## src/rtl/fibonacci_seq.sv

```systemverilog
// fibonacci_seq: paced Fibonacci term generator with valid/ready output.
// One term is emitted every TICK_DIV counted cycles; the term is held until
// accepted. The largest representable term is flagged with f_last.
// Optional feature macro FIB_SATURATE_EN: stop in DONE after the last term
// is accepted instead of restarting the sequence at 0.
module fibonacci_seq #(
  parameter int WIDTH    = 16,
  parameter int TICK_DIV = 5000000
) (
  input  logic             clk,
  input  logic             rst,
  input  logic             f_en,
  input  logic             f_load,
  input  logic             f_ready,
  output logic             f_valid,
  output logic [WIDTH-1:0] f_out,
  output logic             f_last
);

  localparam int             CW      = (TICK_DIV > 1) ? $clog2(TICK_DIV) : 1;
  localparam logic [CW-1:0]  CNT_MAX = CW'(TICK_DIV - 1);

  typedef enum logic [1:0] {IDLE, COUNT, HOLD, DONE} state_t;

  state_t           state_q, state_d;
  logic [WIDTH-1:0] a_q, a_d;
  logic [WIDTH-1:0] b_q, b_d;
  logic [WIDTH-1:0] out_q, out_d;
  logic             wrap_q, wrap_d;
  logic             valid_q, valid_d;
  logic             last_q, last_d;
  logic [CW-1:0]    cnt_q, cnt_d;
  logic [WIDTH:0]   sum;

  // Carry out of a+b marks b as the last term that fits in WIDTH bits.
  assign sum = {1'b0, a_q} + {1'b0, b_q};

  // Next-state logic: f_load overrides every state.
  always_comb begin
    state_d = state_q;
    a_d     = a_q;
    b_d     = b_q;
    out_d   = out_q;
    wrap_d  = wrap_q;
    valid_d = valid_q;
    last_d  = last_q;
    cnt_d   = cnt_q;
    if (f_load) begin
      state_d = IDLE;
      a_d     = '0;
      b_d     = WIDTH'(1);
      wrap_d  = 1'b0;
      valid_d = 1'b0;
      last_d  = 1'b0;
      cnt_d   = '0;
    end else begin
      case (state_q)
        IDLE: begin
          cnt_d   = '0;
          valid_d = 1'b0;
          if (f_en) state_d = COUNT;
        end
        COUNT: begin
          if (!f_en) begin
            // Pause: keep the term pair so nothing is skipped on resume.
            state_d = IDLE;
            cnt_d   = '0;
          end else if (cnt_q != CNT_MAX) begin
            cnt_d = cnt_q + CW'(1);
          end else begin
            cnt_d   = '0;
            out_d   = a_q;
            valid_d = 1'b1;
            last_d  = wrap_q;
            state_d = HOLD;
            if (wrap_q) begin
              a_d    = '0;
              b_d    = WIDTH'(1);
              wrap_d = 1'b0;
            end else begin
              a_d    = b_q;
              b_d    = sum[WIDTH-1:0];
              wrap_d = sum[WIDTH];
            end
          end
        end
        HOLD: begin
          if (f_ready) begin
            valid_d = 1'b0;
            last_d  = 1'b0;
`ifdef FIB_SATURATE_EN
            if (last_q) state_d = DONE;
            else        state_d = f_en ? COUNT : IDLE;
`else
            state_d = f_en ? COUNT : IDLE;
`endif
          end
        end
        DONE: begin
          valid_d = 1'b0;
          last_d  = 1'b0;
        end
        default: state_d = IDLE;
      endcase
    end
  end

  // State and registered outputs; async active-low reset.
  always_ff @(posedge clk or negedge rst) begin
    if (!rst) begin
      state_q <= IDLE;
      a_q     <= '0;
      b_q     <= WIDTH'(1);
      out_q   <= '0;
      wrap_q  <= 1'b0;
      valid_q <= 1'b0;
      last_q  <= 1'b0;
      cnt_q   <= '0;
    end else begin
      state_q <= state_d;
      a_q     <= a_d;
      b_q     <= b_d;
      out_q   <= out_d;
      wrap_q  <= wrap_d;
      valid_q <= valid_d;
      last_q  <= last_d;
      cnt_q   <= cnt_d;
    end
  end

  assign f_valid = valid_q;
  assign f_out   = out_q;
  assign f_last  = last_q;

endmodule

```

## config.mk

```make
export PLATFORM = sky130hd
export DESIGN_NAME = fibonacci_seq
export DESIGN_NICKNAME = d
export VERILOG_FILES = /design/src/rtl/fibonacci_seq.sv
export SDC_FILE = /design/constraint.sdc
export NUM_CORES = 1
export LEC_CHECK = 0
export BUFFER_PORTS_ARGS = -buffer_cell sky130_fd_sc_hd__buf_2
export CAP_MARGIN = 20
export CORE_ASPECT_RATIO = 0.6
export CORE_MARGIN = 2
export CORE_UTILIZATION = 25
export DETAILED_ROUTE_END_ITERATION = 8
export GPL_TIMING_DRIVEN = 0
export PLACE_DENSITY_LB_ADDON = 0.3
export SETUP_SLACK_MARGIN = 0.1
export SYNTH_ARGS = -nofsm -noshare
export SYNTH_HDL_FRONTEND = slang
export SYNTH_SLANG_ARGS = --single-unit
export TNS_END_PERCENT = 30
```

## constraint.sdc

```tcl
create_clock -name clk -period 2.5 [get_ports clk]
set_input_delay 0.25 -clock clk [delete_from_list [all_inputs] [get_ports clk]]
set_output_delay 0.25 -clock clk [all_outputs]
set_load 0.01 [all_outputs]
```

# [After elaboration in Yosys (flattened, before gate mapping)]
# Cells that the tools add are included.
# W data, S select, Z words.
[totals] output_inout_bits=18 regBits=76 wordCells=69
[op_classes] eq_ne=10 reduce_logical=12 addsub=2 bitwise=2 mux=35
[ops] cell="$mux W16" count=10
[ops] cell="$mux W23" count=3
[ops] cell="$pmux W23 S2" count=1
[ops] cell="$add A23 B1 Y23 const B" count=1
[ops] cell="$ne A23 B23 Y1 const B" count=1
[ops] cell="$add A16 B16 Y17" count=1
[ops] cell="$mux W1" count=13
[ops] cell="$ne A3 B3 Y1 const B" count=4
[ops] cell="$reduce_and A4 Y1" count=3
[ops] cell="$mux W2" count=5
[ops] cell="$reduce_bool A4 Y1" count=2
[ops] cell="$pmux W1 S3" count=2
[ops] cell="$pmux W2 S3" count=1
[ops] cell="$reduce_and A3 Y1" count=2
[ops] cell="$eq A2 B2 Y1 const B" count=2
[ops] cell="$ne A4 B4 Y1 const B" count=1
[ops] cell="$reduce_bool A2 Y1" count=2
[ops] cell="$reduce_bool A3 Y1" count=1
[ops] cell="$eq A2 B1 Y1 const B" count=1
[ops] cell="$logic_not A2 Y1" count=1
[ops] cell="$ne A2 B2 Y1 const B" count=1
[ops] cell="$not A1 Y1" count=2
[ops] cell="$reduce_or A2 Y1" count=1

# [Logic depth before layout (Yosys ltp)]
# Gate-level depths: netlist (run 1).
[depth] ltp_word=6 depth_mapped=10 depth_no_buf=10

# [Worst setup path before layout (run 1)]
# OpenSTA, ideal clock, no wires.
[synth_path] path_type="register to register" startpoint="reg b_q[0]" endpoint="reg b_q[14]" period_less_slack_ps=2176 setup_ps=132 t_required_ps=2368 path_slack_ps=324 path_buffers=0 stages_incl_launch_ff=11 arrival_ps=2044 path_cell_list="dfstp_2 -> ha_1 -> inv_1 -> fa_1 -> nor2b_1 -> o31ai_1 -> o211ai_1 -> o21ai_0 -> o21bai_1 -> xnor2_1 -> o21ai_0"
[synth_via] elab_chain_len=6
[synth_rtl] item="from (decl)" line="27" rtl="logic [WIDTH-1:0] b_q, b_d;"
[synth_rtl] item="from (signal assigned)" line="113" rtl="b_q <= WIDTH'(1);"
[synth_rtl] item="from (signal assigned)" line="122" rtl="b_q <= b_d;"
[synth_rtl] item="$add A16 B16 Y17" line="36" rtl="assign sum = {1'b0, a_q} + {1'b0, b_q};"
[synth_rtl] item="$mux W16" line="76" rtl="if (wrap_q) begin"
[synth_rtl] item="$mux W16" line="68" rtl="end else if (cnt_q != CNT_MAX) begin"
[synth_rtl] item="$mux W16" line="64" rtl="if (!f_en) begin"
[synth_rtl] item="$mux W16" line="57" rtl="case (state_q)"
[synth_rtl] item="$mux W16" line="48" rtl="if (f_load) begin"
# Every way passes these cells. The select of a mux whose other input is x is not followed.
# A chain may end at the register's enable or synchronous reset.

# [Final worst setup path (run 1)]
# Ends and elaborated chain as after synthesis.

==> results of run 1 <==
==> layer usage <==
metal	share of wire (%)	routed length [um]	GRT usage [%]
met3	4.6	442	3.68
met2	39	3780	16.8
met4	0.67	64	3.68
met1	55	5300	18.1
met5	0	0	0
==> final cells by class <==
class                   instances  area [um^2]
clock inverters                 6          111
well taps                     203          254
repair buffers                 27          168
plain buffers                  12         82.6
clock buffers                  10          229
flip-flops and latches         76         1900
multi-input cells             301         2040
inverters                       7         26.3
fillers                      1638        10700
==> registers in the layout, summed over array words and instances (netlist names) <==
register	cells
f_last	1
wrap_q	1
f_out	16
state_q	2
cnt_q	23
b_q	16
f_valid	1
a_q	16
==> final timing paths <==
| check | slack [ps] | end | startpoint | cells past startpoint |
|---|---|---|---|---|
| max in group asynchronous | 1420 | b_q[0] | rst | 3 |
| setup reg to reg | 140 | b_q[14] | b_q[0] | 11 |
| setup / recovery | 140 | b_q[14] | b_q[0] | 11 |
| hold / removal | 140 | f_valid | f_load | 2 |
| min in group asynchronous | 410 | cnt_q[20] | rst | 2 |
| hold reg to reg | 490 | b_q[0] | b_q[0] | 2 |
==> cells by family (layout without fill, tap and decap cells) <==
group / after synthesis / count (layout) / share of synthesized area, %
simple gates: 141 / 141 / 18.2
compound gates: 103 / 103 / 15.8
flops: 76 / 76 / 47.4
xor+xnor: 23 / 23 / 5.02
buf+inv: 19 / 62 / 2.65
fa+ha+maj: 18 / 18 / 5.80
mux: 16 / 16 / 5.11
==> metrics by stage <==
step           power [mW]  cells
3_5_place_dp         1.32    621
2_1_floorplan        1.27    396
4_1_cts              2.84    640
3_3_place_gp         1.31    620
5_1_grt              2.90    642
6_report             2.79    642
==> where the power goes <==
group	total, mW	internal [mW]	switching (mW)
registers	1.23	1.23	0.00150
logic	0.0636	0.0145	0.0490
clock network	1.50	0.977	0.520
total	2.79	2.22	0.571
==> cells in the mapped netlist, types with 2 or more instances <==
library cell	count	area, um^2
nor3b_1	2	15.0
nand2b_1	6	37.5
or2_2	2	12.5
clkbuf_1	5	18.8
nand3b_1	2	15.0
nor2b_1	7	43.8
nand2_1	50	188
buf_2	3	15.0
o21a_1	2	15.0
ha_1	17	213
nand4_1	6	37.5
buf_4	2	15.0
nor2_1	26	97.6
nor3_1	4	20.0
mux2_2	8	90.1
inv_1	7	26.3
dfrtp_1	75	1880
a22o_1	16	140
xor2_1	18	158
and3_1	6	37.5
nand3_1	11	55.1
xnor2_1	5	43.8
o31ai_1	2	15.0
and3_2	2	15.0
mux2_4	7	105
o21ai_0	44	220
a31oi_1	3	18.8
or3_1	4	25.0
a21oi_1	22	110
a21o_1	6	45.0
==> timing repair <==
action	CTS	global route
endpoints found under the setup margin	30	39
setup buffers	2	2
pin swaps	1	1
gates cloned	0	0
resized for setup	4	8
hold endpoints to repair	36	0
hold buffers	1	0
==> impl_metrics.env, run 1 <==
export IMPL_dpl_cell_area_um2=4390
export IMPL_cts_num_sinks=76
export IMPL_hold_viol=0
export IMPL_drtPass1Iterations=4
export IMPL_final_layout_size_suffix_gt1_share_pct=19.6
export IMPL_portBuffers=21
export IMPL_dr_total_vias=3057
export IMPL_final_common_cell="dfrtp_1"
export IMPL_clk_path_buf_depth=2
export IMPL_area_growth_synth_to_final_pct=20.0
export IMPL_cts_tree="yes"
export IMPL_grt_usage_pct=12.2
export IMPL_leakage_nw=2.24
export IMPL_synth_edf_count=0
export IMPL_clk_pin_slew_worst_paths_ps=60
export IMPL_crit_arrival_ps=2570
export IMPL_dieWidth_um=168
export IMPL_setup_violations=0
export IMPL_cts_htree_levels=3
export IMPL_ys_types=56
export IMPL_period_share_pct=94.6
export IMPL_die_height_um=102
export IMPL_grt_pass1_vias=3020
export IMPL_hold_class="in2reg"
export IMPL_setup_slack_ps=136
export IMPL_synth_seq_area_share_pct=47.4
export IMPL_utilization_pct=31.1
export IMPL_gp_congestion=0.803
export IMPL_slowest_delay_ps=530
export IMPL_yosys_warnings=0
export IMPL_crit_slowest_cell="dfstp_2"
export IMPL_wirelength_mm=9.59
export IMPL_tns_ps=0
export IMPL_clock_latency_ps=340
export IMPL_wl_per_cell_um=14.9
export IMPL_core_area_um2=15500
export IMPL_worst_slew_pin_slew_ps=760
export IMPL_drt_initial_drc_count=174
export IMPL_slew_headroom_pct=48.9
export IMPL_path_cells="ha_2 -> inv_1 -> fa_1 -> nor2b_2 -> o31ai_2 -> o211ai_1 -> buf_4 -> o21ai_2 -> o21bai_1 -> xnor2_1 -> o21ai_0"
export IMPL_fin_hold_ws_ps=138
export IMPL_drtAntennaViolNets=0
export IMPL_num_rows=35
export IMPL_syn_area_um2=4010
export IMPL_start_util_pct=25.9
export IMPL_layout_common_cells="75 x dfrtp_1, 50 x nand2_1, 43 x o21ai_0, 25 x nor2_1, 23 x buf_2"
export IMPL_post_route_min_period_ps=2360
export IMPL_crit_type="reg2reg"
export IMPL_die_area_um2=17100
export IMPL_postSynthCellCount=396
export IMPL_drv_slew=0
export IMPL_ir_worst_vdd_uv=243
export IMPL_cp_end_kind="flop"
export IMPL_grt_overflow_total=0
export IMPL_nets=457
export IMPL_cap_viol_max_count=0
export IMPL_cp_top_family="adder cells"
export IMPL_async_flop_share_pct=100
export IMPL_dpl_worst_slack_ps=-85.6
export IMPL_io_pins=23
export IMPL_antenna_found_initial=0
export IMPL_fin_worst_skew_ps=9.70
export IMPL_worst_path_buf_inv=2
export IMPL_cp_start_kind="flop"
export IMPL_avgSynthCellArea_um2=10.1
export IMPL_status="finished, final reports clean"
export IMPL_p_per_area_nw_per_um2=580
export IMPL_rsz0062_at_grt="yes"
export IMPL_n_antenna_cell=0
export IMPL_grt_pass1_wl_mm=16.0
export IMPL_fin_area_um2=4820
export IMPL_synthesis_nets=419
export IMPL_required_ps=2710
export IMPL_synth_seq_cells=76
export IMPL_cts_root_buffer="clkbuf_16"
export IMPL_worst_path_max_fanout=3
export IMPL_synth_flop_cell="dfrtp_1"
export IMPL_cts_buffers=9
export IMPL_dp_final_hpwl_mm=6.89
export IMPL_route_detailed_drc=0
export IMPL_fmax_mhz=423
export IMPL_viasPerCell=4.76
export IMPL_grt_max_degree=41
Note: power is estimated with default switching activity, not from simulation.
==> inputs of run 2 (changes only) <==
--- a/config.mk
+++ b/config.mk
@@ -11,7 +11,6 @@
 export CORE_MARGIN = 2
 export CORE_UTILIZATION = 25
 export DETAILED_ROUTE_END_ITERATION = 8
-export GPL_TIMING_DRIVEN = 0
 export PLACE_DENSITY_LB_ADDON = 0.3
 export SETUP_SLACK_MARGIN = 0.1
 export SYNTH_ARGS = -nofsm -noshare
==> run 2 against run 1 <==
Net effect: first-iteration DRC count up 26%; via count down 3.3%; combinational power down 6.1%; clock skew up 0.66 ps; critical path depth unchanged; count of clock-buffer cells in the layout unchanged; fmax up 3.6%; die area unchanged; largest cell class unchanged.
==> impl_metrics.env, run 2 (same netlist as run 1, synthesis figures left out) <==
export IMPL_drtAntennaViolNets=0
export IMPL_path_cells="ha_1 -> inv_1 -> fa_2 -> nor2b_1 -> o31ai_1 -> o211ai_1 -> buf_4 -> o21ai_2 -> o21bai_1 -> xnor2_1 -> o21ai_0"
export IMPL_cp_start_kind="flop"
export IMPL_cts_buffers=9
export IMPL_slew_headroom_pct=67.6
export IMPL_die_area_um2=17100
export IMPL_dieWidth_um=168
export IMPL_busiest_layer="met1"
export IMPL_fin_area_um2=4750
export IMPL_cp_end_kind="flop"
export IMPL_clock_latency_ps=340
export IMPL_crit_arrival_ps=2490
export IMPL_worst_path_max_fanout=3
export IMPL_max_flop_register="cnt_q"
export IMPL_cts_root_buffer="clkbuf_16"
export IMPL_dr_total_vias=2957
export IMPL_final_layout_size_suffix_gt1_share_pct=18.2
export IMPL_post_route_min_period_ps=2280
export IMPL_wl_per_cell_um=14.2
export IMPL_num_rows=35
export IMPL_grt_overflow_total=0
export IMPL_fin_worst_skew_ps=10.4
export IMPL_status="finished, final reports clean"
export IMPL_nets=448
export IMPL_portBuffers=22
export IMPL_finalPower_mw=2.83
export IMPL_clk_pin_slew_worst_paths_ps=60
export IMPL_dp_final_hpwl_mm=6.14
export IMPL_fmax_mhz=438
export IMPL_grt_pass1_wl_mm=14.8
export IMPL_viasPerCell=4.68
export IMPL_dpl_worst_slack_ps=-3.76
export IMPL_setup_slack_ps=218
export IMPL_fin_hold_ws_ps=176
export IMPL_final_common_cell="dfrtp_1"
export IMPL_grt_pass1_vias=2782
export IMPL_largest_reg_flops=23
export IMPL_core_area_um2=15500
export IMPL_hold_viol=0
export IMPL_gr_usage_met2_pct=14.9
export IMPL_ir_worst_vdd_uv=243
export IMPL_grt_max_degree=77
export IMPL_leakage_nw=2.22
export IMPL_utilization_pct=30.7
export IMPL_worst_slew_pin_slew_ps=481
export IMPL_rsz0062_at_grt="yes"
export IMPL_drtPass1Iterations=4
export IMPL_cts_tree="yes"
export IMPL_dpl_cell_area_um2=4340
export IMPL_cts_htree_levels=3
export IMPL_area_growth_synth_to_final_pct=18.5
export IMPL_met1_usage_pct=16.7
export IMPL_grt_usage_pct=11.2
export IMPL_start_util_pct=25.9
export IMPL_route_detailed_drc=0
export IMPL_layout_common_cells="75 x dfrtp_1, 50 x nand2_1, 43 x o21ai_0, 26 x nor2_1, 22 x a21oi_1"
export IMPL_setup_violations=0
export IMPL_period_share_pct=91.3
export IMPL_cts_num_sinks=76
export IMPL_hold_class="in2reg"
export IMPL_drt_initial_drc_count=219
export IMPL_wirelength_mm=8.99
export IMPL_gp_congestion=0.818
export IMPL_clk_path_buf_depth=2
export IMPL_p_per_area_nw_per_um2=595
export IMPL_grt_util_met3_pct=3.64
export IMPL_required_ps=2710
export IMPL_cap_viol_max_count=0
export IMPL_n_antenna_cell=0
export IMPL_io_pins=23
export IMPL_antenna_found_initial=0
export IMPL_drv_slew=0
export IMPL_crit_slowest_cell="dfstp_2"
export IMPL_crit_type="reg2reg"
export IMPL_die_height_um=102
export IMPL_slowest_delay_ps=530
## run 2: cell types whose count changed in the layout (fill, tap and decap cells not counted), moves of 2 or more
cell,change
buf_12,-2
buf_2,-2
clkbuf_2,-2
clkbuf_1,-4
## run 2: final timing paths
check,startpoint,slack [ps],endpoint,cells past startpoint
worst max-delay path,b_q[0],220,b_q[14],11
worst min-delay path,f_load,180,f_last,2
worst max register to register,b_q[0],220,b_q[14],11
worst min register to register,b_q[0],480,b_q[0],2
max in group asynchronous,rst,1580,b_q[0],3
min in group asynchronous,rst,300,cnt_q[10],2
## run 2: critical path, delay by kind of cell (launching register included)
| family | cells | cell delay [ps] |
|---|---|---|
| compound gates | 5 | 610 |
| buf+inv | 2 | 220 |
| flops | 1 | 530 |
| simple gates | 1 | 160 |
| fa+ha+maj | 2 | 520 |
| xor+xnor | 1 | 130 |
## run 2: layer usage
| layer | wire length (um) | up-vias | share of wire [%] |
|---|---|---|---|
| li1 | - | 1476 | - |
| met2 | 3360 | 70 | 37 |
| met3 | 488 | 13 | 5.4 |
| met5 | 0 | - | 0 |
| met1 | 5010 | 1398 | 56 |
| met4 | 127 | 0 | 1.4 |
## run 2: area by class of cell
cell class	instances	area (um^2)
clock buffer	10	239
inverter	7	26.3
timing repair buffer	30	195
sequential	76	1900
fill	1622	10700
clock inverter	5	108
tap	203	254
multi-input combinational	301	2030
## run 2: power breakdown
group	leakage, nW	switching, mW	internal (mW)
clock network	0.170	0.531	1.00
logic	0.993	0.0452	0.0144
registers	1.06	0.00150	1.23
total	2.22	0.578	2.25
## run 2: timing repair
action	in CTS	in global routing
hold buffers	0	1
setup buffers	1	0
endpoints found under the setup margin	1	27
endpoints found under the hold margin	0	12
resized for setup	2	4
pin swaps	1	1
## run 2: per-stage QoR
step                      setup TNS (ps)  instances
after floorplan                        0        396
after global placement                 0        614
after detailed placement           -3.76        614
after CTS                              0        630
after global routing                   0        632
final                                  0        632
